===== config.mk =====
export PLATFORM = sky130hd
export DESIGN_NAME = dmem_arbiter_flat
export DESIGN_NICKNAME = d
export VERILOG_FILES = /design/src/rtl/dmem_arb_pkg.sv /design/src/rtl/dmem_arbiter_if.sv /design/src/rtl/dmem_rr_picker.sv /design/src/rtl/dmem_arbiter.sv /design/src/flat_wrapper.sv
export SDC_FILE = /design/constraint.sdc
export NUM_CORES = 1
export LEC_CHECK = 0
export ABC_AREA = 1
export ABC_CLOCK_PERIOD_IN_PS = 1900
export CORE_UTILIZATION = 30
export CTS_BUF_LIST = sky130_fd_sc_hd__clkbuf_8
export DETAILED_ROUTE_END_ITERATION = 7
export PLACE_DENSITY_LB_ADDON = 0.3
export SLEW_MARGIN = 20
export SYNTH_ARGS = -nofsm -noshare
export SYNTH_HDL_FRONTEND = slang
export SYNTH_HIERARCHICAL = 1
export SYNTH_SLANG_ARGS = --single-unit

===== constraint.sdc =====
create_clock -name clk -period 1.9 [get_ports clk]
set_input_delay 0.38 -clock clk [delete_from_list [all_inputs] [get_ports clk]]
set_output_delay 0.38 -clock clk [all_outputs]
set_load 0.05 [all_outputs]

===== src/rtl/dmem_arb_pkg.sv =====
// dmem_arb_pkg: shared state encoding and constants for the data memory arbiter
package dmem_arb_pkg;
  typedef enum logic [1:0] {IDLE, ACCESS, DONE} state_t;
  localparam logic PORT0 = 1'b0;
  localparam logic PORT1 = 1'b1;
  localparam int MEM_BYTES_DEF = 64;
  localparam logic [1:0] ALIGN_MASK = 2'b11;
endpackage


===== src/rtl/dmem_arbiter_if.sv =====
// dmem_arbiter_if: one requester's word load/store handshake toward the arbiter
interface dmem_arbiter_if #(parameter int ADDR_W = 32, parameter int DATA_W = 32);
  logic req, we, ack, err;
  logic [ADDR_W-1:0] addr;
  logic [DATA_W-1:0] wdata, rdata;
  modport master (output req, we, addr, wdata, input ack, err, rdata);
  modport slave (input req, we, addr, wdata, output ack, err, rdata);
endinterface


===== src/rtl/dmem_rr_picker.sv =====
// dmem_rr_picker: combinational 2-way picker, pointer breaks ties
module dmem_rr_picker
  import dmem_arb_pkg::*;
(
  input  logic [1:0] req,
  input  logic       ptr,
  output logic [1:0] gnt,
  output logic       valid
);
  logic win;
  always_comb begin
    valid = |req;
    win = &req ? ptr : (req[1] ? PORT1 : PORT0);
    gnt = valid ? (win ? 2'b10 : 2'b01) : 2'b00;
  end
endmodule


===== src/rtl/dmem_arbiter.sv =====
// dmem_arbiter: two-port word access sequencer for the data memory; define DMEM_ARB_RR_EN for round-robin arbitration
module dmem_arbiter
  import dmem_arb_pkg::*;
#(
  parameter int ADDR_W = 32,
  parameter int DATA_W = 32,
  parameter int MEM_BYTES = MEM_BYTES_DEF
) (
  input  logic              clk,
  input  logic              rst_n,
  dmem_arbiter_if.slave     p0,
  dmem_arbiter_if.slave     p1,
  output logic              mem_read,
  output logic              mem_write,
  output logic [ADDR_W-1:0] mem_addr,
  output logic [DATA_W-1:0] mem_wdata,
  input  logic [DATA_W-1:0] mem_rdata
);
  state_t state;
  logic ptr, win, valid, sel_we, legal;
  logic [1:0] gnt, ack, err;
  logic [ADDR_W-1:0] sel_addr;
  logic [DATA_W-1:0] sel_wdata;
  logic [DATA_W-1:0] rdata [2];
  dmem_rr_picker u_pick (.req({p1.req, p0.req}), .ptr(ptr), .gnt(gnt), .valid(valid));
  always_comb begin
    sel_we = gnt[0] ? p0.we : p1.we;
    sel_addr = gnt[0] ? p0.addr : p1.addr;
    sel_wdata = gnt[0] ? p0.wdata : p1.wdata;
    legal = ((sel_addr[1:0] & ALIGN_MASK) == 2'b00) && (sel_addr <= ADDR_W'(MEM_BYTES - 4));
  end
`ifdef DMEM_ARB_RR_EN
  // error grants move the pointer too, so a port spamming bad addresses cannot starve the other
  always_ff @(posedge clk or negedge rst_n)
    if (!rst_n) ptr <= PORT0;
    else if (state == IDLE && valid) ptr <= ~gnt[1];
`else
  assign ptr = PORT0;
`endif
  always_ff @(posedge clk or negedge rst_n)
    if (!rst_n) begin
      state <= IDLE;
      win <= PORT0;
      mem_read <= 1'b0;
      mem_write <= 1'b0;
      mem_addr <= '0;
      mem_wdata <= '0;
      ack <= '0;
      err <= '0;
      rdata[0] <= '0;
      rdata[1] <= '0;
    end else begin
      ack <= '0;
      err <= '0;
      case (state)
        IDLE: if (valid) begin
          win <= gnt[1];
          mem_addr <= sel_addr;
          mem_wdata <= sel_wdata;
          mem_read <= legal & ~sel_we;
          mem_write <= legal & sel_we;
          ack <= legal ? 2'b00 : gnt;
          err <= legal ? 2'b00 : gnt;
          state <= legal ? ACCESS : DONE;
        end
        ACCESS: begin
          mem_read <= 1'b0;
          mem_write <= 1'b0;
          if (mem_read) rdata[win] <= mem_rdata;
          ack[win] <= 1'b1;
          state <= DONE;
        end
        default: state <= IDLE;
      endcase
    end
  assign p0.ack = ack[0];
  assign p1.ack = ack[1];
  assign p0.err = err[0];
  assign p1.err = err[1];
  assign p0.rdata = rdata[0];
  assign p1.rdata = rdata[1];
endmodule


===== src/flat_wrapper.sv =====
// flat-port wrapper written by rule: the top's interface ports become plain ports
module dmem_arbiter_flat import dmem_arb_pkg::*;
#(
  parameter int ADDR_W = 32,
  parameter int DATA_W = 32,
  parameter int MEM_BYTES = MEM_BYTES_DEF
)
  (clk, rst_n, mem_read, mem_write, mem_addr, mem_wdata, mem_rdata, p0_req, p0_we, p0_addr, p0_wdata, p0_ack, p0_err, p0_rdata, p1_req, p1_we, p1_addr, p1_wdata, p1_ack, p1_err, p1_rdata);
  dmem_arbiter_if #(.ADDR_W(ADDR_W), .DATA_W(DATA_W)) p0_i ();
  dmem_arbiter_if #(.ADDR_W(ADDR_W), .DATA_W(DATA_W)) p1_i ();
  input  logic clk;
  input  logic rst_n;
  output logic mem_read;
  output logic mem_write;
  output logic [ADDR_W-1:0] mem_addr;
  output logic [DATA_W-1:0] mem_wdata;
  input  logic [DATA_W-1:0] mem_rdata;
  input wire logic [$bits(p0_i.req)-1:0] p0_req;
  input wire logic [$bits(p0_i.we)-1:0] p0_we;
  input wire logic [$bits(p0_i.addr)-1:0] p0_addr;
  input wire logic [$bits(p0_i.wdata)-1:0] p0_wdata;
  output wire logic [$bits(p0_i.ack)-1:0] p0_ack;
  output wire logic [$bits(p0_i.err)-1:0] p0_err;
  output wire logic [$bits(p0_i.rdata)-1:0] p0_rdata;
  input wire logic [$bits(p1_i.req)-1:0] p1_req;
  input wire logic [$bits(p1_i.we)-1:0] p1_we;
  input wire logic [$bits(p1_i.addr)-1:0] p1_addr;
  input wire logic [$bits(p1_i.wdata)-1:0] p1_wdata;
  output wire logic [$bits(p1_i.ack)-1:0] p1_ack;
  output wire logic [$bits(p1_i.err)-1:0] p1_err;
  output wire logic [$bits(p1_i.rdata)-1:0] p1_rdata;
  assign p0_i.req = p0_req;
  assign p0_i.we = p0_we;
  assign p0_i.addr = p0_addr;
  assign p0_i.wdata = p0_wdata;
  assign p0_ack = p0_i.ack;
  assign p0_err = p0_i.err;
  assign p0_rdata = p0_i.rdata;
  assign p1_i.req = p1_req;
  assign p1_i.we = p1_we;
  assign p1_i.addr = p1_addr;
  assign p1_i.wdata = p1_wdata;
  assign p1_ack = p1_i.ack;
  assign p1_err = p1_i.err;
  assign p1_rdata = p1_i.rdata;
  dmem_arbiter #(.ADDR_W(ADDR_W), .DATA_W(DATA_W), .MEM_BYTES(MEM_BYTES)) u_core (.clk(clk), .rst_n(rst_n), .p0(p0_i), .p1(p1_i), .mem_read(mem_read), .mem_write(mem_write), .mem_addr(mem_addr), .mem_wdata(mem_wdata), .mem_rdata(mem_rdata));
endmodule

==> results of run 1 <==
==> final timing paths <==
check / from / end / slack [ns] / cells past startpoint
worst min-delay path: p0_req / u_core/win / 0.35 / 4
worst max register to register: u_core/state[1] / u_core/p1.rdata[14] / 0.38 / 5
min in group asynchronous: rst_n / u_core/p0.rdata[9] / 0.41 / 2
worst min register to register: u_core/p1.rdata[2] / u_core/p1.rdata[2] / 0.48 / 2
worst max-delay path: u_core/mem_addr[16] / mem_addr[16] / 0.17 / 1
max in group asynchronous: rst_n / u_core/err[0] / 0.92 / 3
==> stage by stage <==
| step | total power, mW | TNS [ns] | instance area (um^2) | hold WS, ns | std cells |
|---|---|---|---|---|---|
| finish | 8.16 | 0 | 9600 | 0.353 | 1303 |
| global route | 8.57 | 0 | 9600 | 0.359 | 1303 |
| CTS | 8.25 | 0 | 9500 | 0.389 | 1300 |
| detailed placement | 6.09 | -9.11 | 9210 | 0.316 | 1267 |
| global placement | 6.07 | -7.24 | 9210 | 0.322 | 1267 |
| floorplan | 4.88 | 0 | 5860 | 0.0844 | 714 |
==> final cells by class <==
| type | instances | area [um^2] | share of cell area [%] |
|---|---|---|---|
| repair buffers | 335 | 3160 | 33.0 |
| flip-flops and latches | 137 | 3430 | 35.7 |
| inverters | 82 | 310 | 3.23 |
| clock buffers | 19 | 262 | 2.72 |
| well taps | 260 | 325 | 3.39 |
| multi-input cells | 457 | 2010 | 21.0 |
| clock inverters | 13 | 93.8 | 0.978 |
==> logic make-up after synthesis <==
kind of cell    Yosys count  share of synthesized area, %
simple gates            310                          20.3
compound gates          145                          13.2
flops                   137                          58.5
buf+inv                 120                          7.94
other cells               1                        0.0640
==> synth_stat cells, drive strengths merged <==
| cell | n | area (um^2) |
|---|---|---|
| nor2 | 53 | 199 |
| dfrtp | 137 | 3430 |
| o21ai | 105 | 526 |
| inv | 82 | 308 |
| nand3 | 3 | 25.0 |
| nand4 | 2 | 12.5 |
| clkbuf | 24 | 90.1 |
| buf | 14 | 67.6 |
| a21oi | 2 | 10.0 |
| a31oi | 38 | 238 |
| or2 | 3 | 18.8 |
| nand2 | 249 | 935 |
| conb | 1 | 3.75 |
==> power by group through the flow <==
stage               combinational, mW  clock [mW]  sequential [mW]
floorplan                       0.480           0             4.40
global placement                 2.65           0             3.43
detailed placement               2.65           0             3.43
CTS                              2.61        2.27             3.38
global route                     2.77        2.40             3.41
finish                           2.61        2.18             3.37
==> timing repair <==
action / CTS / global route
setup buffers: 0 / 1
hold buffers: 1 / 0
gates cloned: 0 / 2
pin swaps: 0 / 4
hold endpoints to repair: 33 / 0
setup endpoints to repair: 65 / 8
gates resized for setup: 62 / 17
==> registers in the layout, summed over array words and instances, names as in the netlist <==
name	flops
u_core/mem_write	1
u_core/mem_read	1
u_core/state	2
u_core/ack	2
u_core/mem_wdata	32
u_core/err	2
u_core/p1.rdata	32
u_core/p0.rdata	32
u_core/mem_addr	32
u_core/win	1
==> metal layers <==
metal / track usage, % / wire (um) / part of all wire, %
met3: 5.77 / 1400 / 7.7
met4: 6.45 / 236 / 1.3
met5: 0 / 0 / 0
met1: 22.2 / 7820 / 43
met2: 29.9 / 8670 / 48
==> results.cfg, run 1 <==
[sta]
rsz0062_at_grt = false
period_minus_slack_ns = 1.73
skew_ns = 0.0225
slew_headroom_pct = 61.9
tightest_slew_ns = 0.571
drv_slew = 0
setup_viol_count_final = 0
finalHoldViolations = 0
timing.final.ws_setup_ns = 0.171
fmax_ghz = 0.578
finalCritPeriodShare_pct = 91.0

[setup_path]
critical_path_arrival_ns = 1.35
path_delay_family = buffers and inverters
critPathMaxStageDelay_ns = 0.53
end_kind = output port
crit_required_ns = 1.52
crit_fanout = 2
start_kind = flip-flop
crit_buf_inv = 1
slowest_stage = dlygate4sd2_1
path_class = reg -> out
crit_path_cell_trace = dlygate4sd2_1

[routing]
firstDrtPassIters = 5
ant_nets = 0
drtIter0Drc = 237
vias_per_cell = 4.35
vias = 5665
post-route-drc-count = 0
wl_um = 18100
wl_per_cell_um = 13.9

[synthesis]
synth.avg_cell_area_um2 = 8.22
yosysWarnings = 6
yosysUniqueCellTypes = 18
netlist_instances = 713
synth_seq_cells = 137
synth_area_um2 = 5860
ys_seq_area_share_pct = 58.5

[clocking]
clk_latency_ns = 0.44
cts_buffers = 17
cts.path.max_buffers = 2
clkTransAtPathRegs_ns = 0.09
root_buffer = clkbuf_8
cts_tree = done
h-tree-depth = 4
cts_num_sinks = 137

[finish]
syn_to_final_growth_pct = 63.7
utilization_pct = 50.6
finalNetCount = 1196
layout_commonest_cell = nand2_1
layout_common_cells = nand2_1 (246), clkdlybuf4s50_1 (163), dfrtp_1 (137)
n_fill_cell = 1859
drive_gt1_share_pct = 15.1
diodes = 0

[die]
fp.dieH_um = 142
dieArea_um2 = 20100
rows = 50
core_area_um2 = 19000
start_util_pct = 30.9
fp.dieW_um = 142
io-pin-count = 300

[run_status]
outcome = finished, final reports clean

[power]
pwr-share-seq_pct = 41.3
clockPowerShare_pct = 26.7
power.density_nw_per_um2 = 850
ir_drop_v = 0.000384
switching_power_mw = 3.05
p_sw_share_pct = 37.3
power_frac_comb_pct = 32.0
intPower_mw = 5.11
p_leak_nw = 4.62

[min_path]
min_path_type = in -> reg

[placed_design]
io_buffer_count = 299
place_ws_ns = -0.529
dp_hpwl_um = 13400
gp_congestion = 0.818

[global_route]
grt_pass1_wl_um = 27900
grt_overflow = 0
grt_max_degree = 65
antenna_found_initial = 0
grt_pass1_vias = 5462
grt.total_usage_pct = 18.1

[flow_run]
drv_cap = 0
Power figures use the tool's default switching activity.
==> run 2: changes to the inputs <==
--- a/config.mk
+++ b/config.mk
@@ -7,6 +7,8 @@
 export LEC_CHECK = 0
 export ABC_AREA = 1
 export ABC_CLOCK_PERIOD_IN_PS = 1900
+export CAP_MARGIN = 15
+export CORE_MARGIN = 1
 export CORE_UTILIZATION = 30
 export CTS_BUF_LIST = sky130_fd_sc_hd__clkbuf_8
 export DETAILED_ROUTE_END_ITERATION = 7
==> results of run 2 <==
No change in the layout: final DEF, timing and power equal those of run 1.
==> patch 1 (settings of run 2) <==
Build with the macro `DMEM_ARB_RR_EN` defined.
--- a/src/rtl/dmem_arbiter.sv
+++ b/src/rtl/dmem_arbiter.sv
@@ -1,3 +1,5 @@
 // dmem_arbiter: two-port word access sequencer for the data memory; define DMEM_ARB_RR_EN for round-robin arbitration
+`define DMEM_ARB_RR_EN
+
 module dmem_arbiter
   import dmem_arb_pkg::*;
Check against the original RTL: not equivalent (Yosys sat finds a counterexample within 4 cycles, from zero or initial values and one cycle with rst_n low).
==> patch 1 against run 2 <==
Maximum frequency decreased by 7.8%. Utilization increased by 1.5 points. Sequential share of layout area decreased by 0.74 points. Synthesized cell count increased by 0.28%. Register-to-register slack got worse by 350 ps. Power increased by 9.3%. Non-clock buffer count increased by 9. Wire length increased by 2.4%. Sequential cell count increased by 1. Design area increased by 2.9%. Worst hold slack improved by 26 ps. Synthesized area increased by 0.53%. Worst setup slack got worse by 150 ps. Via count increased by 2.9%. Critical endpoint is now u_core/ack[0]$_DFF_PN0_. Highest routed layer unchanged.
==> patch 1: results (changes against run 2) <==
| Metric | Value |
|---|---|
| Max Root-Sink Buffers | `2 (unchanged)` |
| Placed cell area | `9225 um^2 (was 9205 um^2)` |
| Routed WL | `18,570 um (was 18,130 um)` |
| Vias in the first global route | `5,577 (was 5,462)` |
| Synth top cells by count | `nand2_1, dfrtp_1, o21ai_0 (unchanged)` |
| Slowest stage delay, CP | `450 ps (was 530 ps)` |
| Post-synthesis compound-gate area fraction | `13.12% (was 13.19%)` |
| CP startpoint | `u_core/ptr$_DFFE_PN0P_ (was u_core/mem_addr[16]$_DFFE_PN0P_)` |
| Reg2reg end | `u_core/ack[0]$_DFF_PN0_ (was u_core/p1.rdata[14]$_DFFE_PN0P_)` |
| 1st-iter DRT viols | `207 (was 237)` |
| GRT Total Usage | `18.36% (was 18.11%)` |
| Routability-driven placement congestion ratio | `0.8913 (was 0.8175)` |
| CP arrival | `2190 ps (was 1350 ps)` |
| Post-route minimum period | `1875 ps (was 1729 ps)` |
| Seq. pwr | `0.00344 W (was 0.00337 W)` |
| Cts bufs inserted | `17 (unchanged)` |
| Slew margin rel. | `64.49% (was 61.93%)` |
| Total power | `0.008915 W (was 0.008160 W)` |
| Type of the worst setup path | `reg2reg (was reg2out)` |
| Antenna diodes | `0 (unchanged)` |
| Critical-path top delay cell | `dfrtp_2 (was dlygate4sd2_1)` |
| Crit path max fanout | `7 (was 2)` |
| Leak | `4.750 nW (was 4.618 nW)` |
| CP delay by family, top | `simple AND/OR/NAND/NOR gates (was buffers and inverters)` |
| Dominant synthesized flop cell | `dfrtp_1 (unchanged)` |
| R2r setup slk | `30 ps (was 380 ps)` |
| Clock Power Share | `28.7% (was 26.7%)` |
| Max VDD drop | `0.4697 mV (was 0.3837 mV)` |
| Met2 wire len | `8560 um (was 8668 um)` |
| Vias | `5,828 (was 5,665)` |
| Syn_nets | `881` |
| Status | `finished, final reports clean (unchanged)` |
| Final Skew | `22.49 ps (was 22.46 ps)` |
| Global-route wire length before repair | `28,420 um (was 27,900 um)` |
| Reg2Reg Depth | `12 (was 5)` |
| Pre-CTS WS | `-489.0 ps (was -528.8 ps)` |
| Hold slack final | `379.0 ps (was 353.2 ps)` |
| Post-synthesis sequential area ratio | `58.61% (was 58.50%)` |
| DPL Wire Length | `13,510 um (was 13,420 um)` |
| Synth area leaders | `dfrtp_1, nand2_1, o21ai_0, inv_1, a31oi_1 (unchanged)` |
| Switching pwr | `0.003283 W (was 0.003047 W)` |
| HP Class | `in2async (was in2reg)` |
| Wl on met1 | `7719 um (was 7823 um)` |
| Cell count after synthesis | `715 (was 713)` |
| WL met3 | `1746 um (was 1399 um)` |
| Max layer used | `met4 (unchanged)` |
| Final #Nets | `1,206 (was 1,196)` |
| Vias per Instance | `4.439 (was 4.348)` |
| Fraction of layout cells with a size suffix above 1 | `19.28% (was 15.15%)` |
| Antenna violations before repair | `0 (unchanged)` |
## patch 1: cell count changes after synthesis
cell	before	now
dfrtp_1	137	138
clkbuf_1	24	25
buf_4	0	1
nor2_1	53	55
buf_1	2	1
buf_2	12	11
conb_1	1	0
## patch 1: worst min path at each step
stage          cells past startpoint                              end   from
5_1_grt                            2  u_core/p1.rdata[30]$_DFFE_PN0P_  rst_n
3_3_place_gp                       1  u_core/p0.rdata[18]$_DFFE_PN0P_  rst_n
3_5_place_dp                       1  u_core/p0.rdata[18]$_DFFE_PN0P_  rst_n
6_report                           2  u_core/p0.rdata[18]$_DFFE_PN0P_  rst_n
4_1_cts                            2  u_core/p0.rdata[18]$_DFFE_PN0P_  rst_n
2_1_floorplan                      0          u_core/ack[0]$_DFF_PN0_  rst_n
## patch 1: layer usage
metal / vias to the layer above / GRT usage, %
met5: - / 0
li1: 2894 / -
met1: 2629 / 22.44
met3: 43 / 6.763
met4: 0 / 8.206
met2: 262 / 28.90
## patch 1: repair_timing
item,in CTS,in global routing
setup endpoints to repair,66,16
gates cloned,1,2
hold buffers,1,0
pin swaps,1,39
buffers inserted,2,9
resized for setup,67,64
endpoints found under the hold margin,28,0
## patch 1: cell families (layout without fill, tap and decap cells)
family,count (synthesis),in the layout
compound gates,145,145
buf+inv,120,458
flops,138,138
simple gates,312,312
## patch 1: cell type report
| type | count | area (um^2) |
|---|---|---|
| fillers | 1819 | 9081 |
| flip-flops and latches | 138 | 3455 |
| repair buffers | 344 | 3237 |
| multi-input cells | 457 | 2132 |
| well taps | 260 | 325.3 |
| inverters | 82 | 307.8 |
| clock buffers | 18 | 247.7 |
| clock inverters | 14 | 170.2 |
==> patch 2 (settings of run 2) <==
Made on the original files. Encoding of `state_t`: now one-hot (3 bits for 3 states).
--- a/src/rtl/dmem_arb_pkg.sv
+++ b/src/rtl/dmem_arb_pkg.sv
@@ -1,5 +1,5 @@
 // dmem_arb_pkg: shared state encoding and constants for the data memory arbiter
 package dmem_arb_pkg;
-  typedef enum logic [1:0] {IDLE, ACCESS, DONE} state_t;
+  typedef enum logic [2:0] {IDLE = 3'b001, ACCESS = 3'b010, DONE = 3'b100} state_t;
   localparam logic PORT0 = 1'b0;
   localparam logic PORT1 = 1'b1;
Function: no difference found for any inputs over 4 cycles, from zero or initial values and one cycle with rst_n low; so few cycles prove little.
==> patch 2 against run 2 <==
Wire length is 0.54% lower. Worst hold slack better by 89 ps. Worst setup slack worse by 13 ps. Synthesized area is 2.3% higher. Sequential cell count is 1 higher. Design area is 0.64% higher. Cell count is 0.15% higher. Critical endpoint is now mem_addr[30]. Largest cell class unchanged.
Power is not compared: it rests on default switching activity, and its combinational part moved more than twofold at a synthesized area within 25%.
==> patch 2: results (changes against run 2) <==
| Metric | Value |
|---|---|
| Vias | `5,659 (was 5,665)` |
| CP startpoint | `u_core/mem_addr[30]$_DFFE_PN0P_ (was u_core/mem_addr[16]$_DFFE_PN0P_)` |
| Register area | `3455 um^2 (was 3428 um^2)` |
| GRT Total Usage | `17.69% (was 18.11%)` |
| Pre-CTS WS | `-374.7 ps (was -528.8 ps)` |
| Fillers | `1,911 (was 1,859)` |
| Slowest stage delay, CP | `550 ps (was 530 ps)` |
| Number of non-clock inverters | `80 (was 82)` |
| H-tree levels | `4 (unchanged)` |
| Final instance count without filler cells | `1,305 (was 1,303)` |
| Clk tree area frac | `4.042% (was 3.703%)` |
| 1st-iter DRT viols | `231 (was 237)` |
| DPL Wire Length | `13,090 um (was 13,420 um)` |
| Fraction of layout cells with a size suffix above 1 | `16.73% (was 15.15%)` |
| Reg2reg end | `u_core/p1.rdata[15]$_DFFE_PN0P_ (was u_core/p1.rdata[14]$_DFFE_PN0P_)` |
| Vias in the first global route | `5,216 (was 5,462)` |
| Routability-driven placement congestion ratio | `0.8228 (was 0.8175)` |
| Reg2reg start | `u_core/state[0]$_DFFE_PN1P_ (was u_core/state[1]$_DFFE_PN0P_)` |
| Placed cell area | `9254 um^2 (was 9205 um^2)` |
| Worst-Margin Slew | `583.0 ps (was 571.1 ps)` |
| Post-Syn Area per Cell | `8.407 um^2 (was 8.220 um^2)` |
| Synth area leaders | `dfrtp_1, nand2_1, o21ai_0, inv_1, a31oi_1 (unchanged)` |
| FF+latch count | `138 (was 137)` |
| Final #Nets | `1,193 (was 1,196)` |
| Multi-input logic area | `2056 um^2 (was 2013 um^2)` |
| Top-area cell type share of the netlist area | `57.19% (was 58.50%)` |
| Synth top cells by count | `nand2_1, dfrtp_1, o21ai_0 (unchanged)` |
| Routed WL | `18,030 um (was 18,130 um)` |
| Met1 Use GR | `21.24% (was 22.21%)` |
| Met2 wire len | `8660 um (was 8668 um)` |
| Syn-to-layout area delta | `61.11% (was 63.75%)` |
| GR Util met3 | `5.465% (was 5.771%)` |
| Hold path depth | `5 (was 4)` |
| M2 GR Usage | `29.27% (was 29.89%)` |
| Status | `finished, final reports clean (unchanged)` |
| Multi-Input Combinational | `458 (was 457)` |
| Reg2Reg Depth | `4 (was 5)` |
| Hold slack final | `442.4 ps (was 353.2 ps)` |
patch 2: cell types whose count changed after synthesis, sizes merged:
cell	before	now
buf	14	19
inv	82	80
and2	0	1
dfstp	0	1
nor3	0	1
or2	3	2
o21ai	105	104
mux2i	0	1
nand2	249	250
nor2	53	52
clkbuf	24	19
patch 2: timing repair:
| item | in CTS | in global routing |
|---|---|---|
| cloned | 0 | 2 |
| resized for setup | 48 | 3 |
| setup endpoints to repair | 48 | 8 |
| setup buffers | 0 | 1 |
| pin swaps | 0 | 1 |
| endpoints found under the hold margin | 44 | 0 |
| hold buffers | 1 | 0 |
patch 2: cells by family after synthesis:
group	Yosys count	synth area share, %
AO/OA/AOI/OAI	144	13.00
other	1	0.06256
buffers and inverters	118	8.328
AND/OR/NAND/NOR	311	20.81
multiplexers	1	0.1670
flip-flops	138	57.63
